$ cat src/rtl/mem_access_ctrl_pkg.sv
// mem_ctrl_pkg: size encodings, controller states and lane helpers for mem_access_ctrl
package mem_ctrl_pkg;
  localparam logic [1:0] SIZE_BYTE = 2'b00;
  localparam logic [1:0] SIZE_HALF = 2'b01;
  localparam logic [1:0] SIZE_WORD = 2'b10;
  localparam logic [31:0] LANE_BYTE = 32'h0000_00ff;
  localparam logic [31:0] LANE_HALF = 32'h0000_ffff;
  localparam logic [31:0] LANE_WORD = 32'hffff_ffff;
  typedef enum logic [1:0] {IDLE, ACCESS, MERGE_WR, RESP} state_t;
  function automatic logic [1:0] norm_size(input logic [1:0] s);
    return s == 2'b11 ? SIZE_WORD : s;
  endfunction
  function automatic logic misaligned(input logic [1:0] s, input logic [1:0] off);
    return (s == SIZE_HALF && off[0]) || (s == SIZE_WORD && off != 2'b00);
  endfunction
  function automatic logic [1:0] align_off(input logic [1:0] s, input logic [1:0] off);
    return s == SIZE_BYTE ? off : s == SIZE_HALF ? {off[1], 1'b0} : 2'b00;
  endfunction
endpackage

$ cat src/rtl/mem_access_ctrl_if.sv
// mem_access_ctrl_if: pipeline request/response and data-memory bus of mem_access_ctrl
interface mem_access_ctrl_if #(parameter int ADDR_W = 11);
  logic req_valid, req_ready, req_we, req_unsigned;
  logic [1:0] req_size;
  logic [31:0] req_addr, req_wdata;
  logic resp_valid, resp_err;
  logic [31:0] resp_rdata;
  logic [ADDR_W-1:0] mem_address;
  logic [31:0] mem_in_data, mem_out_data;
  logic mem_write, mem_read;
  modport master (
    output req_valid, req_we, req_size, req_unsigned, req_addr, req_wdata, mem_out_data,
    input req_ready, resp_valid, resp_rdata, resp_err, mem_address, mem_in_data, mem_write, mem_read
  );
  modport slave (
    input req_valid, req_we, req_size, req_unsigned, req_addr, req_wdata, mem_out_data,
    output req_ready, resp_valid, resp_rdata, resp_err, mem_address, mem_in_data, mem_write, mem_read
  );
endinterface

$ cat src/rtl/mem_access_ctrl_lane_align.sv
// mem_lane_align: big-endian lane extract/extend for loads and lane merge for sub-word stores
module mem_lane_align import mem_ctrl_pkg::*; (
  input  logic [31:0] word,
  input  logic [1:0]  off,
  input  logic [1:0]  size,
  input  logic        uns,
  input  logic [31:0] wdata,
  output logic [31:0] ldata,
  output logic [31:0] mdata
);
  logic [4:0]  sh;
  logic [31:0] mask, lane;
  always_comb begin
    sh = size == SIZE_BYTE ? {~off, 3'b000} : size == SIZE_HALF ? {~off[1], 4'b0000} : 5'd0;
    mask = size == SIZE_BYTE ? LANE_BYTE : size == SIZE_HALF ? LANE_HALF : LANE_WORD;
    lane = (word >> sh) & mask;
    ldata = size == SIZE_BYTE ? {{24{~uns & lane[7]}}, lane[7:0]}
          : size == SIZE_HALF ? {{16{~uns & lane[15]}}, lane[15:0]} : word;
    mdata = (word & ~(mask << sh)) | ((wdata & mask) << sh);
  end
endmodule

$ cat src/rtl/mem_access_ctrl.sv
// mem_access_ctrl: MEM-stage load/store initiator with read-modify-write sub-word stores.
// Define MEM_MISALIGN_TRAP_EN to trap misaligned half/word accesses instead of aligning them.
module mem_access_ctrl import mem_ctrl_pkg::*; #(
  parameter int ADDR_W = 11,
  parameter int DATA_W = 32
) (
  input logic clock,
  input logic reset_n,
  mem_access_ctrl_if.slave bus
);
  state_t state;
  logic we_q, uns_q, a_trap, a_sw;
  logic [1:0] size_q, off_q, a_size, a_off;
  logic [DATA_W-1:0] wdata_q, ldata, mdata;
  always_comb begin
    a_size = norm_size(bus.req_size);
`ifdef MEM_MISALIGN_TRAP_EN
    a_off = bus.req_addr[1:0];
    a_trap = misaligned(a_size, a_off);
`else
    a_off = align_off(a_size, bus.req_addr[1:0]);
    a_trap = 1'b0;
`endif
    a_sw = bus.req_we && a_size == SIZE_WORD;
  end
  assign bus.req_ready = state == IDLE;
  assign bus.resp_valid = state == RESP;
  mem_lane_align u_align (
    .word(bus.mem_out_data), .off(off_q), .size(size_q), .uns(uns_q),
    .wdata(wdata_q), .ldata(ldata), .mdata(mdata)
  );
  // full-word stores write straight from IDLE; sub-word stores read first, then write the merge
  always_ff @(posedge clock or negedge reset_n)
    if (!reset_n) begin
      state <= IDLE;
      we_q <= 1'b0;
      uns_q <= 1'b0;
      size_q <= SIZE_BYTE;
      off_q <= 2'b00;
      wdata_q <= '0;
      bus.resp_err <= 1'b0;
      bus.resp_rdata <= '0;
      bus.mem_address <= '0;
      bus.mem_in_data <= '0;
      bus.mem_write <= 1'b0;
      bus.mem_read <= 1'b0;
    end else
      case (state)
        IDLE: if (bus.req_valid) begin
          we_q <= bus.req_we;
          uns_q <= bus.req_unsigned;
          size_q <= a_size;
          off_q <= a_off;
          wdata_q <= bus.req_wdata;
          bus.mem_address <= bus.req_addr[ADDR_W+1:2];
          bus.resp_err <= a_trap;
          if (a_trap) begin
            bus.resp_rdata <= '0;
            state <= RESP;
          end else begin
            bus.mem_write <= a_sw;
            bus.mem_read <= !a_sw;
            if (a_sw) bus.mem_in_data <= bus.req_wdata;
            state <= ACCESS;
          end
        end
        ACCESS: begin
          bus.mem_read <= 1'b0;
          if (we_q && size_q != SIZE_WORD) begin
            bus.mem_in_data <= mdata;
            bus.mem_write <= 1'b1;
            state <= MERGE_WR;
          end else begin
            bus.mem_write <= 1'b0;
            bus.resp_rdata <= we_q ? '0 : ldata;
            state <= RESP;
          end
        end
        MERGE_WR: begin
          bus.mem_write <= 1'b0;
          bus.resp_rdata <= '0;
          state <= RESP;
        end
        default: state <= IDLE;
      endcase
endmodule

$ cat src/flat_wrapper.sv
// flat-port wrapper written by rule: the top's interface ports become plain ports
module mem_access_ctrl_flat import mem_ctrl_pkg::*;
#(
  parameter int ADDR_W = 11,
  parameter int DATA_W = 32
)
  (clock, reset_n, bus_req_valid, bus_req_we, bus_req_size, bus_req_unsigned, bus_req_addr, bus_req_wdata, bus_mem_out_data, bus_req_ready, bus_resp_valid, bus_resp_rdata, bus_resp_err, bus_mem_address, bus_mem_in_data, bus_mem_write, bus_mem_read);
  mem_access_ctrl_if #(.ADDR_W(ADDR_W)) bus_i ();
  input logic clock;
  input logic reset_n;
  input wire logic [$bits(bus_i.req_valid)-1:0] bus_req_valid;
  input wire logic [$bits(bus_i.req_we)-1:0] bus_req_we;
  input wire logic [$bits(bus_i.req_size)-1:0] bus_req_size;
  input wire logic [$bits(bus_i.req_unsigned)-1:0] bus_req_unsigned;
  input wire logic [$bits(bus_i.req_addr)-1:0] bus_req_addr;
  input wire logic [$bits(bus_i.req_wdata)-1:0] bus_req_wdata;
  input wire logic [$bits(bus_i.mem_out_data)-1:0] bus_mem_out_data;
  output wire logic [$bits(bus_i.req_ready)-1:0] bus_req_ready;
  output wire logic [$bits(bus_i.resp_valid)-1:0] bus_resp_valid;
  output wire logic [$bits(bus_i.resp_rdata)-1:0] bus_resp_rdata;
  output wire logic [$bits(bus_i.resp_err)-1:0] bus_resp_err;
  output wire logic [$bits(bus_i.mem_address)-1:0] bus_mem_address;
  output wire logic [$bits(bus_i.mem_in_data)-1:0] bus_mem_in_data;
  output wire logic [$bits(bus_i.mem_write)-1:0] bus_mem_write;
  output wire logic [$bits(bus_i.mem_read)-1:0] bus_mem_read;
  assign bus_i.req_valid = bus_req_valid;
  assign bus_i.req_we = bus_req_we;
  assign bus_i.req_size = bus_req_size;
  assign bus_i.req_unsigned = bus_req_unsigned;
  assign bus_i.req_addr = bus_req_addr;
  assign bus_i.req_wdata = bus_req_wdata;
  assign bus_i.mem_out_data = bus_mem_out_data;
  assign bus_req_ready = bus_i.req_ready;
  assign bus_resp_valid = bus_i.resp_valid;
  assign bus_resp_rdata = bus_i.resp_rdata;
  assign bus_resp_err = bus_i.resp_err;
  assign bus_mem_address = bus_i.mem_address;
  assign bus_mem_in_data = bus_i.mem_in_data;
  assign bus_mem_write = bus_i.mem_write;
  assign bus_mem_read = bus_i.mem_read;
  mem_access_ctrl #(.ADDR_W(ADDR_W), .DATA_W(DATA_W)) u_core (.clock(clock), .reset_n(reset_n), .bus(bus_i));
endmodule
$ cat config.mk
export PLATFORM = sky130hd
export DESIGN_NAME = mem_access_ctrl_flat
export DESIGN_NICKNAME = d
export VERILOG_FILES = /design/src/rtl/mem_access_ctrl_pkg.sv /design/src/rtl/mem_access_ctrl_if.sv /design/src/rtl/mem_access_ctrl_lane_align.sv /design/src/rtl/mem_access_ctrl.sv /design/src/flat_wrapper.sv
export SDC_FILE = /design/constraint.sdc
export NUM_CORES = 1
export LEC_CHECK = 0
export ABC_AREA = 0
export BUFFER_PORTS_ARGS = -buffer_cell sky130_fd_sc_hd__buf_2
export CORE_ASPECT_RATIO = 0.6
export CORE_MARGIN = 1.5
export CORE_UTILIZATION = 35
export CTS_BUF_LIST = sky130_fd_sc_hd__clkbuf_8
export CTS_CLUSTER_DIAMETER = 100
export DETAILED_ROUTE_END_ITERATION = 16
export GPL_ROUTABILITY_DRIVEN = 1
export HOLD_SLACK_MARGIN = 0.08
export SLEW_MARGIN = 20
export SYNTH_ARGS = -nofsm -noshare
export SYNTH_HDL_FRONTEND = slang
export SYNTH_SLANG_ARGS = --single-unit
$ cat constraint.sdc
create_clock -name clock -period 2.57 [get_ports clock]
set_input_delay 0.257 -clock clock [delete_from_list [all_inputs] [get_ports clock]]
set_output_delay 0.257 -clock clock [all_outputs]
set_load 0.05 [all_outputs]
==> results.toml <==
[job]
maxCapViolations = 0

[floorplanning]
fp-row-count = 37
die_area_um2 = 18600
core-area_um2 = 17300
initial_utilization = 0.361
num_io_pins = 183
chipHeight_um = 106
die_x_um = 175

[placed_design]
gp_congestion = 0.861
hpwlAfterDp_mm = 15.2
dp_cells = 917
port_buffers = 162

[global_route]
grt_pass1_wl_mm = 31.7
antenna_found_initial = 0
first_global_vias = 5466
grt_max_degree = 61
grt-ovfl-total = 0
gr-usage-all-layers = 0.228

[route]
drc = 0
ant_nets = 0
drt-initial-drc-count = 381
via_per_inst = 5.60
wl_per_cell_um = 20.9
num_vias = 5525
routed_wl_mm = 20.6
drt-pass1-iter-count = 5

[worst_setup_path]
critPathTopFamily = "simple AND/OR/NAND/NOR gates"
cp.required_ns = 2.94
arrival_ns = 2.73
critPathKind = "reg -> reg"
crit_slowest_cell = "nor3_1"
cp_cell_sequence = "inv_1, ha_1, nand2_2, a2bb2oi_1, nor3_1, a221o_1"
crit_start = "u_core.state[0]"
endpoint_kind = "register"
worst-path-buf-inv = 1
crit_path_start_kind = "register"
r2r-start = "u_core.state[0]"
crit_path_max_fanout = 10
slowest_delay_ns = 0.80

[finish]
antenna_cells = 0
nets = 846
fillCellCount = 1616
syn_to_final_growth_pct = 29.1
fin_cells = 986
drive_above_1_share = 0.422

[clocking]
clk_latency_ns = 0.44
clock_path_buffers = 2
cts_root_buf = "clkbuf_8"
cts_buffers = 17
cts_resized = 0
path_clk_slew_ns = 0.08
cts_sinks = 117
cts_tree = "done"
postCtsHoldBufs = 37
cts-htree-levels = 4
postCtsSetupBuffers = 0

[logic_synthesis]
yosys_warnings = 0
synth_most_common_cell = "dfrtp_1"
async_flop_share = 1.00
syn_avg_cell_area_um2 = 11.3
synth_edf_count = 0
synth-seq-area-share = 0.470
synthTopCellsByCount = "dfrtp_1 (117), mux2_2 (71), o21ai_0 (31), clkbuf_1 (28), nand2_1 (23)"
syn_nets = 657
synth_top_area_frac = 0.470
syn_area_um2 = 6230
yosys-top-cells-area = "dfrtp_1 (47%), mux2_2 (13%), o2bb2ai_2 (4.8%)"
ys_ff_latch = 117
synth_flop_cell = "dfrtp_1"
synth_cells = 550
yosysTopAreaCell = "dfrtp_1"
ys_types = 48

[pwr]
intPower_mw = 5.85
peakVddDrop_uv = 807
swShare = 0.504
p_leak_nw = 3.62
powerDensity_nw_per_um2 = 1470
p_switching_mw = 5.94
power_mw = 11.8
p_seq_frac = 0.287
clock_power_share = 0.152
comb_power_share = 0.561

[sta]
tns_ns = 0
post-route-period-util = 0.917
period_minus_slack_ns = 2.36
worst_pin_slew_ns = 1.08
skew_ns = 0.0116
clock.fmax_ghz = 0.424
maxSlewHeadroom = 0.278
setup_viol = 0
finalMaxSlewViolations = 0
hold_viol_final = 0
grt_setup_unrepaired = "no"

[outcome]
run_status = "completed"

[hold_path]
hold_class = "in -> reg"
hp-start = "bus_req_size[0]"
-- layer usage --
| layer | wire [um] | vias up | GRT usage |
|---|---|---|---|
| met2 | 8510 | 243 | 0.324 |
| met4 | 309 | 0 | 0.0568 |
| li1 | - | 2475 | - |
| met5 | 0 | - | 0 |
| met1 | 10300 | 2779 | 0.345 |
| met3 | 1520 | 28 | 0.0533 |
-- worst min-delay path: stages --
cell and delay [ns]:
buf_2 0.11, nand2b_1 0.05, o21ai_0 0.07
-- kinds of logic (layout without fill, tap and decap cells) --
group,after synthesis,count (layout),share of synthesized area
AOI/OAI and AO/OA,181,181,0.244
buffers and inverters,65,267,0.0508
muxes,74,74,0.133
other,1,1,0.000602
DFF,117,117,0.470
adders and majority gates,4,4,0.00804
and+or+nand+nor,108,108,0.0934
-- cell usage in the layout (no fill, tap or decap), drive strengths merged, types with 9 or more instances in the layout --
cell type / instances
o211ai: 17
buf: 184
and2: 14
clkbuf: 18
nor2: 23
nand2: 23
dlygate4sd3: 37
inv: 15
nor3b: 10
a41oi: 9
o21ai: 31
mux2: 71
a21oi: 13
nor3: 12
dfrtp: 117
a211oi: 22
o2bb2ai: 39
-- worst paths after layout --
path / end / slack [ns] / depth (start not counted)
min in group asynchronous: u_core.bus.resp_rdata[27] / 0.25 / 2
worst max-delay path: u_core.bus.mem_in_data[4] / 0.21 / 6
worst min register to register: u_core.wdata_q[22] / 0.48 / 2
worst min-delay path: u_core.size_q[0] / 0.09 / 3
max in group asynchronous: u_core.bus.mem_address[1] / 1.53 / 3
worst max register to register: u_core.bus.mem_in_data[4] / 0.21 / 6
-- power by group through the flow --
stage | clock (mW) | combinational (mW) | sequential [mW]
after floorplan | 0 | 3.24 | 4.99
after global placement | 0 | 6.39 | 3.34
after detailed placement | 0 | 6.53 | 3.40
after CTS | 1.82 | 6.60 | 3.37
after global routing | 1.90 | 7.04 | 3.48
final | 1.79 | 6.61 | 3.39
-- flip-flops by register name, summed over array words and instances, names as in the netlist, 2 cells and up --
| name | flops |
|---|---|
| u_core.bus.mem_in_data | 32 |
| u_core.bus.resp_rdata | 32 |
| u_core.wdata_q | 32 |
| u_core.bus.mem_address | 11 |
| u_core.off_q | 2 |
| u_core.size_q | 2 |
| u_core.state | 2 |
-- per-stage QoR --
stage               cell area (um2)  utilization  worst slack, ns  hold WS, ns
finish                         8040        0.466            0.213       0.0901
global placement               7260        0.421            0.365        0.151
CTS                            8040        0.466            0.219       0.0805
global route                   8040        0.466           0.0247       0.0813
floorplan                      6230            -            0.240      -0.0386
detailed placement             7260        0.421            0.264        0.158
-- cell type report --
cell class	count	area, um2	share of cell area
clock buffer	18	248	0.0308
clock inverter	14	161	0.0201
inverter	14	52.6	0.00653
tap	234	293	0.0364
sequential	117	2930	0.364
multi-input combinational	368	3000	0.373
timing repair buffer	221	1360	0.169
Note: power is estimated with default switching activity, not from simulation.
